## config.mk

```make
export PLATFORM = sky130hd
export DESIGN_NAME = sprite_line_scheduler
export DESIGN_NICKNAME = d
export VERILOG_FILES = /design/src/rtl/sprite_line_scheduler.sv
export SDC_FILE = /design/constraint.sdc
export NUM_CORES = 1
export LEC_CHECK = 0
export CAP_MARGIN = 25
export CORE_MARGIN = 2
export CORE_UTILIZATION = 47
export CTS_BUF_LIST = sky130_fd_sc_hd__clkbuf_4
export DETAILED_ROUTE_END_ITERATION = 12
export PLACE_DENSITY = 0.76
export SYNTH_ARGS = -nofsm -noshare
export SYNTH_HDL_FRONTEND = slang
export SYNTH_SLANG_ARGS = --single-unit
```

## constraint.sdc

```tcl
create_clock -name clk -period 3.2 [get_ports clk]
set_clock_uncertainty 0.2 [all_clocks]
set_input_delay 0.32 -clock clk [delete_from_list [all_inputs] [get_ports clk]]
set_output_delay 0.32 -clock clk [all_outputs]
set_load 0.02 [all_outputs]
```

## src/rtl/sprite_line_scheduler.sv

```systemverilog
// Per-scanline sprite scheduler: walks all sprites in index order on each line
// start and hands (sprite, row) pairs for covering sprites to the line renderer.
module sprite_line_scheduler #(
  parameter int NUM_SPRITES  = 64,
  parameter int INDEX_WIDTH  = 6,
  parameter int LINE_WIDTH   = 10,
  parameter int MAX_PER_LINE = 16,
  localparam int CW          = $clog2(MAX_PER_LINE + 1)
) (
  input  logic                   clk,
  input  logic                   reset,
  input  logic                   line_start,
  input  logic [LINE_WIDTH-1:0]  line,
  output logic [INDEX_WIDTH-1:0] spr_index,
  input  logic                   spr_enabled,
  input  logic [1:0]             spr_vshift,
  input  logic [LINE_WIDTH:0]    spr_y,
  output logic                   out_valid,
  output logic [INDEX_WIDTH-1:0] out_sprite,
  output logic [5:0]             out_row,
  input  logic                   out_ready,
  output logic                   busy,
  output logic                   scan_done,
  output logic                   overflow,
  output logic [CW-1:0]          hit_count
);

  typedef enum logic [1:0] {IDLE, SCAN, EMIT, DONE} state_t;

  localparam logic [INDEX_WIDTH-1:0] LAST_INDEX = INDEX_WIDTH'(NUM_SPRITES - 1);
  localparam logic [CW-1:0]          CAP        = CW'(MAX_PER_LINE);

  state_t                  state_r, state_s;
  logic [LINE_WIDTH-1:0]   line_r, line_s;
  logic [INDEX_WIDTH-1:0]  index_s, sprite_s;
  logic [5:0]              row_s;
  logic                    valid_s, overflow_s;
  logic [CW-1:0]           count_s;
  logic signed [LINE_WIDTH+1:0] diff_s;
  logic [LINE_WIDTH+1:0]   height_s;
  logic                    hit_s;

  // Vertical coverage test of the currently addressed sprite against the latched line.
  always_comb begin
    diff_s = $signed({2'b00, line_r}) - $signed({spr_y[LINE_WIDTH], spr_y});
    case (spr_vshift)
      2'd0:    height_s = (LINE_WIDTH+2)'(8);
      2'd1:    height_s = (LINE_WIDTH+2)'(16);
      2'd2:    height_s = (LINE_WIDTH+2)'(32);
      2'd3:    height_s = (LINE_WIDTH+2)'(64);
      default: height_s = (LINE_WIDTH+2)'(8);
    endcase
    hit_s = spr_enabled && !diff_s[LINE_WIDTH+1] && ($unsigned(diff_s) < height_s);
  end

  // Next-state and next-output logic; a line_start in any state restarts the scan.
  always_comb begin
    state_s    = state_r;
    line_s     = line_r;
    index_s    = spr_index;
    sprite_s   = out_sprite;
    row_s      = out_row;
    valid_s    = out_valid;
    overflow_s = overflow;
    count_s    = hit_count;
    if (line_start) begin
      state_s    = SCAN;
      line_s     = line;
      index_s    = {INDEX_WIDTH{1'b0}};
      valid_s    = 1'b0;
      overflow_s = 1'b0;
      count_s    = {CW{1'b0}};
    end else begin
      case (state_r)
        IDLE: state_s = IDLE;
        SCAN: begin
          if (hit_s) begin
            if (hit_count < CAP) begin
              sprite_s = spr_index;
              row_s    = diff_s[5:0];
              valid_s  = 1'b1;
              state_s  = EMIT;
            end else begin
              overflow_s = 1'b1;
              state_s    = DONE;
            end
          end else if (spr_index == LAST_INDEX) begin
            state_s = DONE;
          end else begin
            index_s = spr_index + INDEX_WIDTH'(1);
          end
        end
        EMIT: begin
          if (out_ready) begin
            valid_s = 1'b0;
            count_s = hit_count + CW'(1);
            if (spr_index == LAST_INDEX) begin
              state_s = DONE;
            end else begin
              index_s = spr_index + INDEX_WIDTH'(1);
              state_s = SCAN;
            end
          end else begin
            state_s = EMIT;
          end
        end
        DONE:    state_s = IDLE;
        default: state_s = IDLE;
      endcase
    end
  end

  // State and registered outputs; busy/scan_done track the state being entered.
  always_ff @(posedge clk or posedge reset) begin
    if (reset) begin
      state_r    <= IDLE;
      line_r     <= {LINE_WIDTH{1'b0}};
      spr_index  <= {INDEX_WIDTH{1'b0}};
      out_valid  <= 1'b0;
      out_sprite <= {INDEX_WIDTH{1'b0}};
      out_row    <= 6'd0;
      busy       <= 1'b0;
      scan_done  <= 1'b0;
      overflow   <= 1'b0;
      hit_count  <= {CW{1'b0}};
    end else begin
      state_r    <= state_s;
      line_r     <= line_s;
      spr_index  <= index_s;
      out_valid  <= valid_s;
      out_sprite <= sprite_s;
      out_row    <= row_s;
      busy       <= (state_s != IDLE);
      scan_done  <= (state_s == DONE);
      overflow   <= overflow_s;
      hit_count  <= count_s;
    end
  end

endmodule

```

==> impl_metrics.env, run 1 <==
export IMPL_outcome="complete, but fails checks"
export IMPL_violations="setup timing"
export IMPL_first_global_vias=2151
export IMPL_fmaxAchievable_ghz=0.2935
export IMPL_drc=0
export IMPL_drt_pass1_iterations=4
export IMPL_reg2reg_to="spr_index[5]$_DFFE_PP0P_"
export IMPL_cts_inserted_buffers=5
export IMPL_routed_wl_met3_microns=208
export IMPL_die_area_sq_um=5713
export IMPL_hold_path_class="in2async"
export IMPL_fp_dieW_microns=75.59
export IMPL_floorplan_io_pins=55
export IMPL_worstSkewPairLatency_ns=0.37
export IMPL_r2r_setup_slack_ns=-0.21
export IMPL_timing_critical_path_slowest_stage_cell="dfrtp_1"
export IMPL_syn_num_nets=281
export IMPL_period_share_pct=106.5
export IMPL_total_routing_usage_reported_by_global_routing_pct=23.10
export IMPL_placement_rows=26
export IMPL_io_buffer_count=54
export IMPL_insertedDiodeCount=0
export IMPL_layout_filler_cells=424
export IMPL_synth_main_ff_cell="dfrtp_1"
export IMPL_power_per_unit_of_standard_cell_area_nw_per_um2=446.8
export IMPL_setup_viol=21
export IMPL_ctsHtreeMaxLevel=2
export IMPL_antenna_found_initial=0
export IMPL_initial_core_utilization_pct=48.08
export IMPL_worstMarginPinSlew_ns=0.6709
export IMPL_post_route_cells_drive_above_1_share_pct=27.78
export IMPL_async_flop_share_pct=100.0
export IMPL_synth_yosys_seq_area_share_pct=40.52
export IMPL_number_of_warnings_reported_in_the_yosys_synthesis_log=0
export IMPL_coreArea_sq_um=5010
export IMPL_rsz0062_at_grt="true"
export IMPL_grt_pass1_wl_microns=9922
export IMPL_wl_cell_microns=15.19
export IMPL_root_buf_cell="clkbuf_4"
export IMPL_detailroute_via_count=2089
export IMPL_critPathMaxFanout=3
export IMPL_gr_total_overflow=0
export IMPL_critPathBufInv=3
export IMPL_static_leakage_power_nw=1.573
export IMPL_power_ir_vdd_worst_mv=0.2437
export IMPL_worstPathCellList="buf_4 -> buf_4 -> inv_4 -> fa_2 -> nor2b_2 -> o31a_1 -> o21a_1 -> nor2_1 -> xnor2_1 -> ha_1 -> nand3_1 -> o31a_2 -> o2111ai_4 -> nor2_1 -> o21ai_1 -> mux2_2"
export IMPL_synthesis_instances=237
export IMPL_finish_net_count=368
export IMPL_fp_dieH_microns=75.59
export IMPL_timing_final_max_slew_violations=0
export IMPL_antenna_violating_nets_post_route=0
export IMPL_number_of_drc_markers_after_the_initial_detailed_route_iteration=81
export IMPL_wl_final_microns=5985
export IMPL_area_delta_synth_final_pct=44.47
export IMPL_cp_top_family="compound AO/OA/AOI/OAI gates"
export IMPL_hold_viol=0
export IMPL_post_dp_hpwl_microns=4171
export IMPL_worst_endpoint_arrival_ns=3.46
export IMPL_critical_path_max_stage_delay_ns=0.40
export IMPL_critical_path_endpoint_type="flip-flop"
export IMPL_synth_seq_cells=39
export IMPL_cts_max_path_buffers=2
export IMPL_synth_edff_count=0
export IMPL_top_layer="met4"
export IMPL_pre_cts_worst_setup_slack_ns=-0.6750
export IMPL_regToRegStartpoint="line_r[1]$_DFFE_PP0P_"
export IMPL_setup_worst_path_start_class="flip-flop"
export IMPL_maximum_number_of_pins_on_one_net_before_global_route_repair=24
export IMPL_cp_required_ns=3.25
export IMPL_final_period_minus_worst_setup_slack_ns=3.407
export IMPL_place_area_sq_um=3222
export IMPL_clock_sink_count=39
export IMPL_layout_cell_area_non_filler_sq_um=3480
export IMPL_cts_tree="yes"
export IMPL_synthDistinctLibCells=49
export IMPL_crit_path_kind="reg2reg"
export IMPL_netlist_area_sq_um=2409
export IMPL_met1_length_microns=2767
export IMPL_postSynthAreaPerCell_sq_um=10.16
export IMPL_timing_max_cap_violations=0
export IMPL_via_per_inst=5.302
export IMPL_rr_worst_depth=16
export IMPL_met2WireLength_microns=2939
export IMPL_clkTransAtPathRegs_ns=0.13
export IMPL_relSlewSlack_pct=55.22
export IMPL_setup_slack_ns=-0.2066
export IMPL_final_common_cell="clkdlybuf4s50_1"
export IMPL_final_cell_mix="clkdlybuf4s50_1 (52), dfrtp_1 (39), buf_4 (29)"
export IMPL_gp_congestion=0.8772
synth_stat cells (all sizes together), types with 2 or more instances:
cell	instances	area (sq um)
nor4b	3	32.53
nand4	3	18.77
or2	2	12.52
nor3	2	21.27
xor2	2	17.52
inv	20	75.07
mux2i	3	30.03
and2	2	12.51
nor2b	12	75.07
ha	15	187.7
a21oi	9	45.04
or3	2	12.51
o31a	2	18.77
dfrtp	39	975.9
o22ai	2	12.51
buf	2	15.01
nor2	18	67.56
nand2	19	73.82
xnor2	6	52.55
nand2b	5	31.28
clkbuf	4	15.01
and3	4	25.02
nand3	8	40.04
mux2	22	274.0
o21a	4	30.03
o21ai	11	55.05
registers in the layout (all words and copies together) (netlist names):
name and cells:
hit_count 5, spr_index 6, line_r 10, overflow 1, out_sprite 6, state_r 2
out_row 6, scan_done 1, busy 1, out_valid 1
worst reg2reg max path, stage by stage (launching register included):
cell and delay (ns):
dfrtp_1 0.40, buf_4 0.14, buf_4 0.13, inv_4 0.05
fa_2 0.22, nor2b_2 0.06, o31a_1 0.25, o21a_1 0.17
nor2_1 0.12, xnor2_1 0.08, ha_1 0.30, nand3_1 0.09
o31a_2 0.31, o2111ai_4 0.10, nor2_1 0.13, o21ai_1 0.22
mux2_2 0.35
where the power goes:
| group | internal, mW | switching, mW |
|---|---|---|
| clock | 0.160 | 0.176 |
| sequential | 0.553 | 0.0444 |
| combinational | 0.334 | 0.288 |
| total | 1.05 | 0.508 |
routing by layer:
layer / vias to the layer above / GRT usage, %
li1: 1003 / -
met1: 1031 / 30.80
met2: 48 / 38.45
met3: 7 / 4.630
met4: 0 / 6.433
met5: - / 0
area by class of cell:
type	instances	area (sq um)	area share [%]
timing repair buffer	86	798.3	22.94
sequential	39	975.9	28.05
inverter	20	77.57	2.229
tap	70	87.58	2.517
clock buffer	5	37.54	1.079
clock inverter	2	37.54	1.079
multi-input combinational	172	1465	42.11
stage by stage:
stage               util, %  cells  TNS, ns  total power, mW  hold slack, ns
global placement      64.31    379   -12.39            1.162          0.2923
detailed placement    64.31    379   -13.67            1.173          0.3004
floorplan                 -    237  -0.6487           0.9310          0.2410
finish                69.46    394   -3.510            1.555          0.1332
CTS                   68.46    392   -2.553            1.540          0.1538
global route          69.46    394   -7.472            1.638          0.2117
logic make-up (layout without fill, tap and decap cells):
family	count (synthesis)	in the layout	synth area share, %
flip-flops	39	39	40.52
AND/OR/NAND/NOR	82	82	18.29
XOR/XNOR	8	8	2.909
AO/OA/AOI/OAI	41	41	12.68
buffers and inverters	26	113	4.363
multiplexers	25	25	12.62
adder cells (fa/ha/maj)	16	16	8.623
worst max-delay path by stage:
stage	startpoint	to	slack (ns)	cells past startpoint
finish	line_r[1]$_DFFE_PP0P_	spr_index[5]$_DFFE_PP0P_	-0.21	16
global route	line_r[1]$_DFFE_PP0P_	spr_index[0]$_DFFE_PP0P_	-0.38	15
CTS	line_r[2]$_DFFE_PP0P_	out_row[4]$_DFFE_PP0P_	-0.17	15
detailed placement	spr_y[1]	out_sprite[2]$_DFFE_PP0P_	-0.68	17
global placement	spr_y[1]	out_row[2]$_DFFE_PP0P_	-0.62	17
floorplan	line_r[2]$_DFFE_PP0P_	out_row[2]$_DFFE_PP0P_	-0.08	15
repair_timing:
| item | in CTS | in global routing |
|---|---|---|
| setup buffers | 6 | 4 |
| cloned | 0 | 0 |
| resized for setup | 29 | 8 |
| hold buffers | 0 | 0 |
| setup endpoints to repair | 23 | 23 |
| pin swaps | 8 | 7 |
Note: power is estimated with default switching activity, not from simulation.
==> inputs of run 2 (changes only) <==
--- a/config.mk
+++ b/config.mk
@@ -11,6 +11,7 @@
 export CTS_BUF_LIST = sky130_fd_sc_hd__clkbuf_4
 export DETAILED_ROUTE_END_ITERATION = 12
 export PLACE_DENSITY = 0.76
+export SETUP_SLACK_MARGIN = 0.4
 export SYNTH_ARGS = -nofsm -noshare
 export SYNTH_HDL_FRONTEND = slang
 export SYNTH_SLANG_ARGS = --single-unit
==> impl_metrics.env, run 2 (synthesized netlist as in run 1, its figures left out) <==
export IMPL_setup_slack_ns=-0.3179
export IMPL_detailroute_via_count=2089
export IMPL_clkTransAtPathRegs_ns=0.12
export IMPL_first_global_vias=2070
export IMPL_wl_final_microns=6120
export IMPL_grtUsageMet3_pct=3.307
export IMPL_initial_core_utilization_pct=48.08
export IMPL_layout_cell_area_non_filler_sq_um=3467
export IMPL_timing_final_max_slew_violations=0
export IMPL_insertedDiodeCount=0
export IMPL_final_cell_mix="clkdlybuf4s50_1 (52), dfrtp_1 (39), buf_4 (24)"
export IMPL_combined_area_of_the_multi_input_logic_cells_sq_um=1453
export IMPL_grt_busiest_layer="met2"
export IMPL_critPathBufInv=3
export IMPL_maximum_number_of_pins_on_one_net_before_global_route_repair=40
export IMPL_clock_sink_count=39
export IMPL_wl_cell_microns=15.57
export IMPL_regArea_sq_um=975.9
export IMPL_layout_filler_cells=392
export IMPL_fp_dieH_microns=75.59
export IMPL_total_routing_usage_reported_by_global_routing_pct=22.10
export IMPL_totalNegativeSetupSlack_ns=-5.327
export IMPL_antenna_violating_nets_post_route=0
export IMPL_fmaxAchievable_ghz=0.2843
export IMPL_number_of_drc_markers_after_the_initial_detailed_route_iteration=90
export IMPL_cp_required_ns=3.23
export IMPL_finish_net_count=368
export IMPL_setup_worst_path_start_class="flip-flop"
export IMPL_r2r_setup_slack_ns=-0.32
export IMPL_outcome="complete, but fails checks"
export IMPL_critical_path_max_stage_delay_ns=0.41
export IMPL_grt_pass1_wl_microns=9515
export IMPL_clkPwrFrac_pct=16.7
export IMPL_power_frac_comb_pct=42.7
export IMPL_static_leakage_power_nw=1.578
export IMPL_area_delta_synth_final_pct=43.95
export IMPL_power_ir_vdd_worst_mv=0.2656
export IMPL_final_common_cell="clkdlybuf4s50_1"
export IMPL_crit_path_kind="reg2reg"
export IMPL_drc=0
export IMPL_ctsHtreeMaxLevel=2
export IMPL_met2_capacity_usage_during_global_routing_pct=37.68
export IMPL_power_per_unit_of_standard_cell_area_nw_per_um2=423.4
export IMPL_groute_layer_met1_usage_pct=29.72
export IMPL_final_period_minus_worst_setup_slack_ns=3.518
export IMPL_fp_dieW_microns=75.59
export IMPL_period_share_pct=109.9
export IMPL_pre_cts_worst_setup_slack_ns=-0.7627
export IMPL_cts_tree="yes"
export IMPL_io_buffer_count=54
export IMPL_antenna_found_initial=0
export IMPL_critPathMaxFanout=3
export IMPL_hold_path_class="in2async"
export IMPL_worstPathCellList="ha_1 -> nor2b_4 -> o221ai_2 -> or2b_1 -> a21oi_2 -> xnor2_2 -> ha_1 -> buf_4 -> nand3_1 -> o31a_2 -> o2111ai_4 -> buf_6 -> buf_6 -> o21ai_4 -> o22ai_2 -> mux2_2"
export IMPL_drt_pass1_iterations=4
export IMPL_placement_rows=26
export IMPL_reg2reg_to="spr_index[0]$_DFFE_PP0P_"
export IMPL_timing_max_cap_violations=0
export IMPL_largest_register_ffs=10
export IMPL_relSlewSlack_pct=49.74
export IMPL_die_area_sq_um=5713
export IMPL_gp_congestion=0.8303
export IMPL_cts_inserted_buffers=5
export IMPL_hold_viol=0
export IMPL_violations="setup timing"
export IMPL_worst_endpoint_arrival_ns=3.55
export IMPL_coreArea_sq_um=5010
export IMPL_rsz0062_at_grt="true"
export IMPL_power_share_sequential_pct=40.6
export IMPL_sw_frac_of_total_pct=34.10
export IMPL_gr_total_overflow=0
export IMPL_post_dp_hpwl_microns=4053
export IMPL_setup_viol=23
export IMPL_cts_max_path_buffers=2
export IMPL_final_core_utilization_pct=69.21
export IMPL_post_route_cells_drive_above_1_share_pct=28.17
export IMPL_worstSkewPairLatency_ns=0.34
export IMPL_floorplan_io_pins=55
export IMPL_power_switching_uw=500.5
export IMPL_root_buf_cell="clkbuf_4"
export IMPL_rr_worst_depth=16
export IMPL_power_internal_uw=967.4
export IMPL_place_area_sq_um=3217
export IMPL_worstMarginPinSlew_ns=0.7445
export IMPL_regToRegStartpoint="line_r[1]$_DFFE_PP0P_"
export IMPL_via_per_inst=5.316
export IMPL_critical_path_endpoint_type="flip-flop"
export IMPL_cp_top_family="compound AO/OA/AOI/OAI gates"
export IMPL_timing_critical_path_slowest_stage_cell="dfrtp_1"
export IMPL_max_flop_register="line_r"
-- run 2: changes by cell type in the layout (fill, tap and decap cells not counted), moves of 2 or more --
| cell | before | now |
|---|---|---|
| buf_4 | 29 | 24 |
| o21ai_2 | 1 | 4 |
| buf_6 | 2 | 6 |
| o21ai_1 | 4 | 1 |
| inv_1 | 17 | 19 |
-- run 2: layout make-up --
class / count / area share, %
inverter: 20 / 2.165
timing repair buffer: 86 / 23.96
tap: 70 / 2.526
clock inverter: 1 / 0.2165
multi-input combinational: 172 / 41.90
sequential: 39 / 28.15
clock buffer: 5 / 1.083
-- run 2: layer usage --
metal	vias to the layer above	routed length, microns
met5	-	0
met4	0	59
met3	6	305
met2	63	3101
met1	1011	2654
li1	1009	-
-- run 2: power groups by stage --
stage                     logic, mW  registers (mW)  clock network (mW)
final                         0.627           0.596               0.245
after global routing          0.677           0.603               0.267
after CTS                     0.599           0.597               0.253
after detailed placement      0.567           0.607                   0
after global placement        0.558           0.605                   0
after floorplan               0.277           0.655                   0
-- run 2: worst reg2reg max path: stages, from the launching register on --
cell and delay [ns]:
dfrtp_1 0.41, ha_1 0.28, nor2b_4 0.14, o221ai_2 0.16, or2b_1 0.25, a21oi_2 0.18
xnor2_2 0.10, ha_1 0.32, buf_4 0.12, nand3_1 0.07, o31a_2 0.31, o2111ai_4 0.09
buf_6 0.13, buf_6 0.11, o21ai_4 0.06, o22ai_2 0.14, mux2_2 0.35
-- run 2: timing repair --
action,CTS,global route
buffers inserted,6,2
pin swaps,17,11
endpoints found under the setup margin,23,23
gates cloned,1,0
hold buffers,0,0
gates resized for setup,23,13
-- run 2: how the worst max path moves through the flow --
stage	start	to	slack, ns	cells past startpoint
5_1_grt	line_r[1]$_DFFE_PP0P_	spr_index[0]$_DFFE_PP0P_	-0.44	16
3_5_place_dp	spr_y[1]	spr_index[0]$_DFFE_PP0P_	-0.76	17
3_3_place_gp	spr_y[1]	spr_index[0]$_DFFE_PP0P_	-0.68	17
2_1_floorplan	line_r[2]$_DFFE_PP0P_	out_row[2]$_DFFE_PP0P_	-0.08	15
6_report	line_r[1]$_DFFE_PP0P_	spr_index[0]$_DFFE_PP0P_	-0.32	16
4_1_cts	line_r[2]$_DFFE_PP0P_	out_row[2]$_DFFE_PP0P_	-0.32	15
-- run 2: per-stage QoR --
stage / hold slack (ns) / total power, mW / instances
final: 0.1985 / 1.468 / 393
after floorplan: 0.2410 / 0.9316 / 237
after global placement: 0.2886 / 1.163 / 378
after CTS: 0.2099 / 1.449 / 391
after global routing: 0.2641 / 1.547 / 393
after detailed placement: 0.2943 / 1.174 / 378
==> inputs of run 3 (changes only) <==
--- a/config.mk
+++ b/config.mk
@@ -6,11 +6,14 @@
 export NUM_CORES = 1
 export LEC_CHECK = 0
 export CAP_MARGIN = 25
+export CELL_PAD_IN_SITES_DETAIL_PLACEMENT = 0
+export CELL_PAD_IN_SITES_GLOBAL_PLACEMENT = 1
+export CORE_ASPECT_RATIO = 1.25
 export CORE_MARGIN = 2
-export CORE_UTILIZATION = 47
+export CORE_UTILIZATION = 36
 export CTS_BUF_LIST = sky130_fd_sc_hd__clkbuf_4
 export DETAILED_ROUTE_END_ITERATION = 12
-export PLACE_DENSITY = 0.76
+export PLACE_DENSITY = 0.75
 export SETUP_SLACK_MARGIN = 0.4
 export SYNTH_ARGS = -nofsm -noshare
 export SYNTH_HDL_FRONTEND = slang
==> impl_metrics.env, run 3 (synthesized netlist as in run 1, its figures left out) <==
export IMPL_outcome="complete, but fails checks"
export IMPL_violations="setup timing"
export IMPL_final_common_cell="clkdlybuf4s50_1"
export IMPL_maximum_number_of_pins_on_one_net_before_global_route_repair=40
export IMPL_drt_pass1_iterations=4
export IMPL_final_period_minus_worst_setup_slack_ns=3.598
export IMPL_clkTransAtPathRegs_ns=0.13
export IMPL_cp_required_ns=3.26
export IMPL_via_per_inst=4.915
export IMPL_cts_hold_buffers=0
export IMPL_setup_viol=23
export IMPL_power_per_unit_of_standard_cell_area_nw_per_um2=442.1
export IMPL_detailroute_via_count=2025
export IMPL_grt_pass1_wl_microns=10060
export IMPL_final_cell_mix="clkdlybuf4s50_1 (52), dfrtp_1 (39), buf_4 (26)"
export IMPL_crit_path_kind="reg2reg"
export IMPL_critPathMaxFanout=6
export IMPL_floorplan_io_pins=55
export IMPL_worstMarginPinSlew_ns=0.5099
export IMPL_combined_area_of_the_multi_input_logic_cells_sq_um=1483
export IMPL_cts_max_path_buffers=2
export IMPL_die_area_sq_um=7365
export IMPL_r2r_setup_slack_ns=-0.40
export IMPL_timing_final_max_slew_violations=0
export IMPL_area_delta_synth_final_pct=47.22
export IMPL_insertedDiodeCount=0
export IMPL_relSlewSlack_pct=66.00
export IMPL_wl_cell_microns=14.44
export IMPL_totalNegativeSetupSlack_ns=-7.042
export IMPL_setup_worst_path_start_class="flip-flop"
export IMPL_hold_viol=0
export IMPL_gp_congestion=0.7871
export IMPL_fmaxAchievable_ghz=0.2779
export IMPL_period_share_pct=112.5
export IMPL_gr_total_overflow=0
export IMPL_place_area_sq_um=3246
export IMPL_clock_sink_count=39
export IMPL_root_buf_cell="clkbuf_4"
export IMPL_finish_net_count=368
export IMPL_coreArea_sq_um=6524
export IMPL_post_route_cells_drive_above_1_share_pct=29.23
export IMPL_fp_dieW_microns=77.16
export IMPL_cts_inserted_buffers=5
export IMPL_initial_core_utilization_pct=36.92
export IMPL_post_dp_hpwl_microns=4110
export IMPL_hold_path_class="in2async"
export IMPL_drc=0
export IMPL_static_leakage_power_nw=1.604
export IMPL_number_of_drc_markers_after_the_initial_detailed_route_iteration=60
export IMPL_total_routing_usage_reported_by_global_routing_pct=17.24
export IMPL_regArea_sq_um=975.9
export IMPL_worst_endpoint_arrival_ns=3.66
export IMPL_final_cell_count_no_fill=412
export IMPL_critical_path_endpoint_type="flip-flop"
export IMPL_wl_final_microns=5948
export IMPL_reg2reg_to="out_sprite[4]$_DFFE_PP0P_"
export IMPL_antenna_found_initial=0
export IMPL_ctsHtreeMaxLevel=2
export IMPL_first_global_vias=2101
export IMPL_rr_worst_depth=15
export IMPL_final_core_utilization_pct=54.35
export IMPL_antenna_violating_nets_post_route=0
export IMPL_max_flop_register="line_r"
export IMPL_layout_cell_area_non_filler_sq_um=3546
export IMPL_io_buffer_count=54
export IMPL_worstSkewPairLatency_ns=0.36
export IMPL_setup_slack_ns=-0.3985
export IMPL_fp_dieH_microns=95.45
export IMPL_cts_tree="yes"
export IMPL_layout_filler_cells=620
export IMPL_placement_rows=33
export IMPL_largest_register_ffs=10
export IMPL_placedCellCount=396
export IMPL_regToRegStartpoint="line_r[2]$_DFFE_PP0P_"
export IMPL_rsz0062_at_grt="true"
export IMPL_timing_max_cap_violations=0
export IMPL_power_ir_vdd_worst_mv=0.2211
-- run 3: repair_timing --
item / 4_1_cts / 5_1_grt
resized for setup: 23 / 14
endpoints found under the setup margin: 23 / 23
pin swaps: 9 / 11
buffers inserted: 2 / 5
gates cloned: 0 / 1
-- run 3: cell type report --
| type | count | area share (%) |
|---|---|---|
| tap | 87 | 3.070 |
| clock inverter | 3 | 1.200 |
| multi-input combinational | 172 | 41.81 |
| inverter | 20 | 2.117 |
| sequential | 39 | 27.52 |
| timing repair buffer | 86 | 23.22 |
| clock buffer | 5 | 1.059 |
-- run 3: metrics by stage --
stage          total power, mW  worst slack [ns]  hold slack, ns
2_1_floorplan           0.9316          -0.08206          0.2410
3_3_place_gp             1.175           -0.7005          0.2880
3_5_place_dp             1.179           -0.7233          0.2900
4_1_cts                  1.549           -0.2322          0.1944
5_1_grt                  1.663           -0.6019          0.2434
6_report                 1.568           -0.3985          0.1719
-- run 3: worst max-delay path by stage --
stage	from	end	slack, ns
2_1_floorplan	line_r[2]$_DFFE_PP0P_	out_row[2]$_DFFE_PP0P_	-0.08
3_3_place_gp	spr_y[1]	spr_index[0]$_DFFE_PP0P_	-0.70
3_5_place_dp	spr_y[1]	spr_index[0]$_DFFE_PP0P_	-0.72
4_1_cts	line_r[1]$_DFFE_PP0P_	out_row[4]$_DFFE_PP0P_	-0.23
5_1_grt	line_r[2]$_DFFE_PP0P_	out_row[4]$_DFFE_PP0P_	-0.60
6_report	line_r[2]$_DFFE_PP0P_	out_sprite[4]$_DFFE_PP0P_	-0.40
-- run 3: routing by layer --
layer	wire length [microns]	vias up	part of all wire (%)	track usage, %
met5	0	-	0	0
met4	84	0	1.4	6.101
met3	226	8	3.8	3.314
met2	2943	39	49	29.86
met1	2694	975	45	21.53
li1	-	1003	-	-
-- run 3: critical path, stage by stage, from the launching register on --
cell and delay [ns]:
dfrtp_1 0.44, ha_4 0.17, or2_4 0.26, o221ai_4 0.16, or2b_1 0.26, a21oi_2 0.17, xnor2_2 0.14, ha_1 0.26
and2_4 0.14, o21ai_2 0.13, o31a_2 0.18, o2111ai_4 0.14, nor3_4 0.26, nand2_2 0.12, clkbuf_16 0.18, mux2_4 0.29
-- run 3: power breakdown --
| part | internal, mW | switching (mW) |
|---|---|---|
| sequential | 0.552 | 0.0462 |
| clock | 0.165 | 0.184 |
| combinational | 0.335 | 0.285 |
